`config.mk`:
```
export PLATFORM = sky130hd
export DESIGN_NAME = hram_cmd_ctrl
export DESIGN_NICKNAME = d
export VERILOG_FILES = /design/src/rtl/hram_cmd_ctrl.sv
export SDC_FILE = /design/constraint.sdc
export NUM_CORES = 1
export LEC_CHECK = 0
export BUFFER_PORTS_ARGS = -buffer_cell sky130_fd_sc_hd__buf_2
export CAP_MARGIN = 20
export CELL_PAD_IN_SITES_DETAIL_PLACEMENT = 0
export CELL_PAD_IN_SITES_GLOBAL_PLACEMENT = 1
export CORE_MARGIN = 8
export CORE_UTILIZATION = 36
export DETAILED_ROUTE_END_ITERATION = 16
export GPL_TIMING_DRIVEN = 0
export PLACE_DENSITY_LB_ADDON = 0.1
export SYNTH_ARGS = -nofsm -noshare
export SYNTH_HDL_FRONTEND = slang
export SYNTH_SLANG_ARGS = --single-unit
```
`constraint.sdc`:
```
create_clock -name clk -period 3.1 [get_ports clk]
set_input_delay 0.31 -clock clk [delete_from_list [all_inputs] [get_ports clk]]
set_output_delay 0.31 -clock clk [all_outputs]
set_load 0.005 [all_outputs]
```
`src/rtl/hram_cmd_ctrl.sv`:
```
// Serial command controller: assembles 5-byte UART frames, drives hyper_xface
// requests and returns a 4-byte response, MSB first.
module hram_cmd_ctrl #(
   parameter logic [31:0] CONST_VAL     = 32'd259,
   parameter int unsigned FRAME_TIMEOUT = 120000
) (
   input  logic        clk,
   input  logic        rstn,
   input  logic        rx_rcv,
   input  logic [7:0]  rx_data,
   output logic        tx_start,
   output logic [7:0]  tx_data,
   input  logic        tx_ready,
   output logic [31:0] hr_addr,
   output logic [31:0] hr_wr_d,
   output logic        hr_wr_req,
   output logic        hr_rd_req,
   input  logic        hr_busy,
   input  logic        hr_rd_rdy,
   input  logic [31:0] hr_rd_d,
   output logic [7:0]  drop_cnt
);

   localparam int unsigned TW      = (FRAME_TIMEOUT > 1) ? $clog2(FRAME_TIMEOUT) : 1;
   localparam bit          TO_EN   = (FRAME_TIMEOUT != 0);
   localparam int unsigned TO_LASTI = (FRAME_TIMEOUT == 0) ? 0 : FRAME_TIMEOUT - 1;
   localparam logic [TW-1:0] TO_LAST = TW'(TO_LASTI);

   localparam logic [7:0] CMD_ADDR     = 8'd1;
   localparam logic [7:0] CMD_LOAD     = 8'd2;
   localparam logic [7:0] CMD_WRITE    = 8'd3;
   localparam logic [7:0] CMD_READ     = 8'd4;
   localparam logic [7:0] CMD_READ_REQ = 8'd5;
   localparam logic [7:0] CMD_COUNT    = 8'd6;
   localparam logic [7:0] CMD_CONST    = 8'd7;

   typedef enum logic [2:0] {
      S_RX, S_EXEC, S_WAIT_BUSY, S_LOAD_RESP, S_TX_BYTE, S_TX_WAIT
   } state_t;

   state_t        state;
   logic [39:0]   frame;
   logic [2:0]    byte_cnt;
   logic [TW-1:0] timer;
   logic [31:0]   count;
   logic [31:0]   rd_latch;
   logic [31:0]   resp_reg;
   logic [2:0]    tx_left;
   logic          tx_ready_q;

   logic [7:0]    cmd;
   logic [31:0]   d;
   logic [31:0]   resp_c;
   logic          timeout_c;
   logic          drop_inc_c;

   assign cmd = frame[39:32];
   assign d   = frame[31:0];

   // Response word for the command held in the frame
   always_comb begin
      resp_c = {24'hEEEEEE, cmd};
      case (cmd)
         CMD_ADDR, CMD_LOAD: resp_c = d;
         CMD_WRITE:          resp_c = 32'd3;
         CMD_READ:           resp_c = rd_latch;
         CMD_READ_REQ:       resp_c = 32'd5;
         CMD_COUNT:          resp_c = count;
         CMD_CONST:          resp_c = CONST_VAL;
         default:            ;
      endcase
   end

   // Partial-frame timeout and dropped-byte events
   always_comb begin
      timeout_c  = TO_EN && (state == S_RX) && !rx_rcv && (byte_cnt != 3'd0) && (timer == TO_LAST);
      drop_inc_c = (rx_rcv && (state != S_RX)) || timeout_c;
   end

   always_ff @(posedge clk or negedge rstn) begin
      if (!rstn) begin
         state      <= S_RX;
         frame      <= 40'd0;
         byte_cnt   <= 3'd0;
         timer      <= '0;
         count      <= 32'd0;
         rd_latch   <= 32'd0;
         resp_reg   <= 32'd0;
         tx_left    <= 3'd0;
         tx_ready_q <= 1'b0;
         tx_start   <= 1'b0;
         tx_data    <= 8'd0;
         hr_addr    <= 32'd0;
         hr_wr_d    <= 32'd0;
         hr_wr_req  <= 1'b0;
         hr_rd_req  <= 1'b0;
         drop_cnt   <= 8'd0;
      end else begin
         hr_wr_req  <= 1'b0;
         hr_rd_req  <= 1'b0;
         tx_start   <= 1'b0;
         tx_ready_q <= tx_ready;

         if (hr_rd_rdy) rd_latch <= hr_rd_d;
         if (drop_inc_c && (drop_cnt != 8'hFF)) drop_cnt <= drop_cnt + 8'd1;

         case (state)
            S_RX: begin
               if (rx_rcv) begin
                  frame <= {frame[31:0], rx_data};
                  timer <= '0;
                  if (byte_cnt == 3'd4) begin
                     byte_cnt <= 3'd0;
                     state    <= S_EXEC;
                  end else begin
                     byte_cnt <= byte_cnt + 3'd1;
                  end
               end else if (timeout_c) begin
                  byte_cnt <= 3'd0;
                  timer    <= '0;
               end else if (byte_cnt != 3'd0) begin
                  timer <= timer + TW'(1);
               end
            end
            S_EXEC: begin
               state <= S_LOAD_RESP;
               case (cmd)
                  CMD_ADDR: hr_addr <= d;
                  CMD_LOAD: hr_wr_d <= d;
                  CMD_WRITE: begin
                     if (hr_busy) state <= S_WAIT_BUSY;
                     else         hr_wr_req <= 1'b1;
                  end
                  CMD_READ_REQ: begin
                     if (hr_busy) state <= S_WAIT_BUSY;
                     else         hr_rd_req <= 1'b1;
                  end
                  default: ;
               endcase
            end
            S_WAIT_BUSY: begin
               if (!hr_busy) begin
                  if (cmd == CMD_WRITE) hr_wr_req <= 1'b1;
                  else                  hr_rd_req <= 1'b1;
                  state <= S_LOAD_RESP;
               end
            end
            S_LOAD_RESP: begin
               resp_reg <= resp_c;
               tx_left  <= 3'd4;
               if (cmd == CMD_COUNT) count <= count + 32'd1;
               state    <= S_TX_BYTE;
            end
            S_TX_BYTE: begin
               if (tx_ready) begin
                  tx_start <= 1'b1;
                  tx_data  <= resp_reg[31:24];
                  state    <= S_TX_WAIT;
               end
            end
            S_TX_WAIT: begin
               // uart_tx drops ready a couple of clocks after the start strobe
               if (tx_ready_q && !tx_ready) begin
                  resp_reg <= {resp_reg[23:0], 8'h00};
                  tx_left  <= tx_left - 3'd1;
                  state    <= (tx_left == 3'd1) ? S_RX : S_TX_BYTE;
               end
            end
            default: state <= S_RX;
         endcase
      end
   end

endmodule

```
---- Yosys cells after proc, flatten, opt, wreduce, memory -nomap -nowiden ----
Index checks and enable logic that the tools add are counted.
storage, ports and cells
  bits in registers ....................... 246
  input port bits ......................... 46
  output and inout port bits .............. 83
cells by class
  $add $sub $neg .......................... 5
  eq/ne operators ......................... 21
  muxes and demuxes ....................... 31
  reductions and logical operators ........ 26
operators with widths
  operator               count
  $pmux 32 s6            1
  $pmux 32 s2            1
  $mux 17                3
  $add 32x1->32 const B  1
  $eq 8x3->1 const B     4
  $mux 32                1
  $mux 3                 10
  $pmux 3 s6             1
  $add 17x1->17 const B  1
  $eq 17x17->1 const B   1
  $eq 8x2->1 const B     2
  $reduce_and 2->1       8
  $mux 1                 11
  $eq 3x3->1 const B     3
  $reduce_bool 3->1      3
  $add 8x1->8 const B    1
  $eq 8x1->1 const B     1
  $ne 2x2->1 const B     4
  $ne 8x8->1 const B     1
  $eq 3x1->1 const B     2
  $eq 3x2->1 const B     2
  $logic_and 1x1->1      6
  $pmux 3 s2             1
  $reduce_and 5->1       1
  other kinds (9)        13

---- Depth between registers and ports, before layout ----
Gate-level depths: netlist of the first run.
  depth after elaboration ................. 6
  gate-level depth with buffers ........... 8

---- Worst setup path after synthesis of the first run ----
Ideal clock, no wire load.
  path type ............................... reg-to-reg
  start ................................... reg frame[37]
  end ..................................... reg hr_addr[10]
  setup time .............................. 0.125 ns
  arrival time ............................ 2.250 ns
  data required time ...................... 2.975 ns
  setup slack ............................. 0.725 ns
  cell stages (with the launch flop) ...... 7
  path buffers ............................ 2
  path through ............................ dfrtp_1 > or4_4 > or3b_4 > or3_1 > buf_6 > buf_12 > mux2_4
on the way
  longest elaborated chain between the ends .. 2
ends and longest elaborated chain
  item                               line  text
  start, declared                    42    logic [39:0] frame;
  start signal, assigned             110   frame <= {frame[31:0], rx_data};
  $eq 8x1->1                         127   case (cmd)
  $reduce_and 2->1 (no source line)  -
  end signal, assigned               93    hr_addr <= 32'd0;
  end signal, assigned               128   CMD_ADDR: hr_addr <= d;
  end, declared                      14    output logic [31:0] hr_addr,
Every way passes these cells.
A chain may end at the register's enable or synchronous reset.

---- Worst setup path in the final report of the first run ----
  start ................................... reg frame[33]
  end ..................................... reg resp_reg[7]
on the way
  longest elaborated chain between the ends .. 4
ends and longest elaborated chain
  item                                             line  text
  $eq 8x2->1 / $eq 8x1->1 (equally long branches)  63    case (cmd)
  $reduce_or 2->1                                  63
  $pmux 32 s6 *                                    63
  $pmux 32 s2 *                                    107   case (state)
  end signal, assigned                             149   resp_reg <= resp_c;
  end signal, assigned                             164   resp_reg <= {resp_reg[23:0], 8'h00};
  end, declared                                    47    logic [31:0] resp_reg;
Every way passes the cells marked *; elsewhere a longest branch is shown, timed or not.

==> qor.csv, run 1 <==
metric,value,unit
Via Count,8469,
Pwr Density,871,nW/um^2
P_int,0.00757,W
synthesized cell area,11300,um^2
Max Root-Sink Buffers,3,
Pre-antenna DRT Iters,5,
final instance area,13800,um^2
Final Max Slew Viols,0,
core area,30700,um^2
Starting DRT DRC Count,474,
switching power,0.00441,W
setup ws final,257,ps
Clk network pwr share,26.7,%
WHS Endpoint,rd_latch[18],
drc violations,0,
clock sinks,246,
clk_lat worst skew,550,ps
synthesis-to-finish area growth,22.1,%
Ports,129,
max FFs per register,40,
CP required,3490,ps
Seq pwr share,40.9,%
initial antenna violation count,1,
Synth area leaders,"dfrtp_1 55%, mux2_2 9.9%, nand2_1 5.6%",
Relative slew margins,34.4,%
CP Max Fanout,10,
drt wl/cell,20.7,um
die area,37200,um^2
htree depth,1,
Post-Syn Nets,1079,
clock-pin slew on the worst setup and hold paths,60,ps
ys flop type,dfrtp_1,
clk root buf,clkbuf_16,
number of global-route vias before repair,8589,
Diodes inserted,0,
Post-synth EDFFs,0,
CP startpoint,frame[33],
Global Route Usage Sum,18.4,%
peak supply drop,0.447,mV
Synth top cells by count,"246 x dfrtp_1, 169 x nand2_1, 99 x mux2_2",
pre-CTS WS,-2.89,ps
Worst R2R End,resp_reg[7],
Die Y,193,um
grt total ovfl,0,
RSZ-0062 raised after global routing,no,
Tcrit/Tclk final,91.7,%
WL final,34.0,mm
slew at the pin with the worst max-slew slack,982,ps
most numerous cell in the Yosys netlist,dfrtp_1,
R2R Setup Slk,260,ps
Syn Inst Count,1026,
sequential-to-total area share from yosys stat,54.7,%
fmax,0.352,GHz
Comb pwr share,32.4,%
Num CTS Buffers,29,
status,finished clean,
ANT nets after route,0,
Setup TNS,0,ps
final hold slack,31.2,ps
post-synth top area cell,dfrtp_1,
Rows,64,
reg2reg start,frame[33],
largest net degree at the start of global routing,101,
Setup Crit Path Kind,flop to flop,
HP Class,input pin to flop,
final setup vio count,0,
CTS tree,yes,
NumNets Final,1281,
# Post-CTS Setup Buffers,0,
Yosys cell types,64,
startpoint types,flop,
Max-cap violations,0,
register bit total from synthesis,246,
CP arrival,3230,ps
Placer Congestion,0.824,
layout cells sized above 1,25.2,%
mean post-synth cell area,11.0,um^2
Leak Pwr,6.37,nW
switching share of power,36.8,%
Final Skew,17.7,ps
"Async S/R FF share, synth",100,%
DIE WIDTH,193,um
R2R depth,6,
YS warnings,0,
Critical Path End Type,flop,
hold path cells,2,
fin crit period,2840,ps
Vias per Instance,5.16,
Largest Register,frame,
Buffers on Ports,127,
detailed placement HPWL,24.6,mm
min-delay src,hr_rd_d[18],
final std cells w/o fill,1640,
wire length of the first global-routing pass,53.2,mm
hold violation count in the final report,0,
Yosys top cell area share,54.7,%
initial core utilization,36.7,%
Placed Instance Area,12500,um^2
Placed Instances,1552,
[how the worst max path moves through the flow]
stage,endpoint,depth (start not counted)
finish,resp_reg[7],6
global route,count[31],6
CTS,frame[37],7
detailed placement,count[31],6
global placement,hr_wr_d[13],1
floorplan,hr_addr[10],6
[layer usage]
layer / part of all wire [%] / GRT usage, % / up-vias
met5: 0.029 / 0 / -
met4: 2.2 / 4.58 / 2
met3: 4.8 / 3.32 / 41
met2: 46 / 28.3 / 193
met1: 47 / 26.4 / 4192
li1: - / - / 4041
[power by group through the flow]
| stage | clock network (W) | registers [W] | logic [W] |
|---|---|---|---|
| floorplan | 0 | 0.00467 | 0.00243 |
| global placement | 0 | 0.00494 | 0.00383 |
| detailed placement | 0 | 0.00496 | 0.00386 |
| CTS | 0.00330 | 0.00491 | 0.00392 |
| global route | 0.00341 | 0.00503 | 0.00432 |
| finish | 0.00320 | 0.00490 | 0.00388 |
[repair_timing]
item | 4_1_cts | 5_1_grt
hold buffers | 41 | 0
resized for setup | 1 | 4
endpoints found under the setup margin | 1 | 21
endpoints found under the hold margin | 119 | 0
[worst max-delay path, cell delays in order (launching register included)]
cell and delay, ps:
dfrtp_1 320, clkbuf_1 330, clkbuf_2 350, clkbuf_1 490
buf_1 530, mux2i_1 480, o221ai_1 170
[metrics by stage]
step | total power (W) | utilization (%)
floorplan | 0.00709 | -
global placement | 0.00877 | 40.4
detailed placement | 0.00882 | 40.6
CTS | 0.0121 | 44.8
global route | 0.0128 | 44.8
finish | 0.0120 | 44.8
[logic make-up after synthesis]
group / share of synthesized area [%]
AO/OA/AOI/OAI: 8.82
XOR/XNOR: 2.95
adder cells (fa/ha/maj): 0.866
buffers and inverters: 2.89
flip-flops: 54.7
multiplexers: 13.9
AND/OR/NAND/NOR: 15.9
[placed cells by master (no fill, tap or decap), drive strengths merged, types with 6 or more instances in the layout]
cell type	count
nand2	169
a221oi	6
buf	143
clkbuf	83
mux2i	9
nand3	39
o211ai	6
a21oi	25
inv	20
nand4	10
mux2	123
nand2b	9
or3	6
dlygate4sd3	41
xor2	21
a211oi	19
xnor2	17
nor3	42
o21ai	37
nor4	12
a22oi	19
ha	7
and3	8
nor2	60
dfrtp	246
[cell type report]
cell class                      instances  area, um^2
Sequential cell                       246        6160
Tap cell                              396         495
Multi-Input combinational cell        708        4790
Inverter                               19        71.3
Fill cell                            2969       16900
Clock buffer                           43         818
Timing Repair Buffer                  171        1120
Clock inverter                          4        48.8
Buffer                                 53         255
No activity file was read; power rests on OpenSTA's default activity.
==> inputs of run 2 (changes only) <==
ABC_AREA = 1   (was unset)
==> qor.csv, run 2 <==
metric,value,unit,change
status,finished clean,,unchanged
ys flop type,dfrtp_1,,unchanged
YS warnings,0,,unchanged
layout cells sized above 1,14.2,%,was 25.2%
slew at the pin with the worst max-slew slack,755,ps,was 982 ps
Die Y,196,um,was 193 um
htree depth,1,,unchanged
# Post-CTS Setup Buffers,0,,unchanged
Largest Register,frame,,unchanged
most numerous cell in the Yosys netlist,nand2_1,,was dfrtp_1
initial core utilization,36.2,%,was 36.7%
fmax,0.434,GHz,was 0.352 GHz
ANT nets after route,0,,unchanged
mean post-synth cell area,8.06,um^2,was 11.0 um^2
post-synth top area cell,dfrtp_1,,unchanged
Resized Gates After CTS,0,,was 1
clock sinks,246,,unchanged
CP required,3510,ps,was 3490 ps
HP Class,input pin to flop,,unchanged
Global Route Usage Sum,19.5,%,was 18.4%
Post-Syn Nets,1502,,"was 1,079"
"Async S/R FF share, synth",100,%,unchanged
Yosys cell types,31,,was 64
CP Max Fanout,10,,unchanged
clk root buf,clkbuf_16,,unchanged
Placer Congestion,0.941,,was 0.824
detailed placement HPWL,28.3,mm,was 24.6 mm
CTS tree,yes,,unchanged
hold violation count in the final report,0,,unchanged
wire length of the first global-routing pass,59.9,mm,was 53.2 mm
final hold slack,40.1,ps,was 31.2 ps
Buffers on Ports,127,,unchanged
PnR Total Power,0.0121,W,was 0.0120 W
Setup TNS,0,ps,unchanged
Relative slew margins,49.7,%,was 34.4%
initial antenna violation count,0,,was 1
Yosys top cell area share,52.7,%,was 54.7%
NumNets Final,1704,,"was 1,281"
number of global-route vias before repair,10300,,"was 8,589"
WL final,37.3,mm,was 34.0 mm
most frequent cells in the layout,"466 x nand2_1, 246 x dfrtp_1, 164 x o21ai_0",,"was 246 x dfrtp_1, 169 x nand2_1, 133 x buf_2"
Critical Path End Type,flop,,unchanged
Setup Crit Path Kind,flop to flop,,unchanged
Rows,66,,was 64
synthesis-to-finish area growth,22.8,%,was 22.1%
"most common cell after layout, fill and taps aside",nand2_1,,was dfrtp_1
Starting DRT DRC Count,796,,was 474
clock-pin slew on the worst setup and hold paths,60,ps,about the same
clk_lat worst skew,550,ps,about the same
Pre-antenna DRT Iters,5,,unchanged
Num CTS Buffers,29,,unchanged
Post-synth EDFFs,0,,unchanged
startpoint types,flop,,unchanged
register bit total from synthesis,246,,unchanged
sequential-to-total area share from yosys stat,52.7,%,was 54.7%
CP arrival,2720,ps,was 3230 ps
Final Max Slew Viols,0,,unchanged
synthesized cell area,11700,um^2,"was 11,300 um^2"
fin crit period,2300,ps,was 2840 ps
grt total ovfl,0,,unchanged
Max Root-Sink Buffers,3,,unchanged
Final Skew,12.9,ps,was 17.7 ps
Ports,129,,unchanged
drc violations,0,,unchanged
drt wl/cell,17.6,um,was 20.7 um
peak supply drop,0.466,mV,was 0.447 mV
max FFs per register,40,,unchanged
Leak Pwr,6.93,nW,was 6.37 nW
Synth top cells by count,"466 x nand2_1, 246 x dfrtp_1, 164 x o21ai_0",,"was 246 x dfrtp_1, 169 x nand2_1, 99 x mux2_2"
Synth area leaders,"dfrtp_1 53%, nand2_1 15%, o21ai_0 7.0%",,"was dfrtp_1 55%, mux2_2 9.9%, nand2_1 5.6%"
Via Count,10200,,"was 8,469"
die area,38500,um^2,"was 37,200 um^2"
Tcrit/Tclk final,74.3,%,was 91.7%
final setup vio count,0,,unchanged
largest net degree at the start of global routing,98,,was 101
Max-cap violations,0,,unchanged
DIE WIDTH,196,um,was 193 um
RSZ-0062 raised after global routing,no,,unchanged
Pwr Density,841,nW/um^2,was 871 nW/um^2
Diodes inserted,0,,unchanged
core area,32300,um^2,"was 30,700 um^2"
Syn Inst Count,1449,,"was 1,026"
Vias per Instance,4.83,,was 5.16
## run 2: path summary, 6_finish.rpt
kind	from	end	slack (ps)	cells past startpoint
min	hr_rd_d[7]	rd_latch[7]	40	2
min in group asynchronous	rstn	hr_addr[15]	330	2
max	frame[38]	hr_addr[30]	800	8
min reg2reg	hr_addr[22]	hr_addr[22]	480	2
max reg2reg	frame[38]	hr_addr[30]	800	8
max in group asynchronous	rstn	drop_cnt[0]	1840	3
## run 2: what timing repair did
| item | 4_1_cts | 5_1_grt |
|---|---|---|
| setup endpoints to repair | 0 | 0 |
| hold endpoints to repair | 111 | 0 |
| hold buffers | 42 | 0 |
## run 2: final cells by class
cell class / count / area [um^2]
Fill cell: 3313 / 17900
Sequential cell: 246 / 6160
Multi-Input combinational cell: 1019 / 4820
Timing Repair Buffer: 171 / 1120
Clock buffer: 38 / 800
Tap cell: 442 / 553
Inverter: 129 / 484
Buffer: 55 / 225
Clock inverter: 16 / 189
## run 2: critical path, cell delays in order, from the launching register on
cell and delay [ps]:
dfrtp_1 380, inv_1 150, nand2_1 110, nor2_4 230
buf_2 290, nand3_1 420, clkbuf_1 380, nand2_1 110
o21ai_0 80
## run 2: kinds of logic (layout without fill, tap and decap cells)
logic type      count (synthesis)  count (layout)  synth area share, %
compound gates                206             206                 8.94
fa+ha+maj                       7               7                0.750
mux                            26              26                 2.51
simple gates                  748             748                 26.6
flops                         246             246                 52.7
xor+xnor                       32              32                 2.40
buf+inv                       184             409                 6.07
## run 2: power breakdown
part / internal (W) / leakage (nW) / total, W / switching (W)
sequential: 0.00412 / 3.21 / 0.00484 / 0.000727
combinational: 0.00124 / 3.24 / 0.00369 / 0.00246
clock: 0.00214 / 0.489 / 0.00353 / 0.00138
## run 2: through the flow
step           instance area, um^2  util (%)  instances  setup slack (ps)
3_3_place_gp                 12900      39.9       2018             -3040
5_1_grt                      14300      44.4       2116               568
3_5_place_dp                 12900      40.1       2020               766
4_1_cts                      14300      44.4       2116               754
6_report                     14300      44.4       2116               798
2_1_floorplan                11700         -       1449              1420
## run 2: metal layers
layer	GRT usage [%]	up-vias	routed length, um
met2	31.8	219	17100
met5	0	-	0
li1	-	5065	-
met1	26.7	4886	17500
met3	3.55	52	1840
met4	4.46	0	884
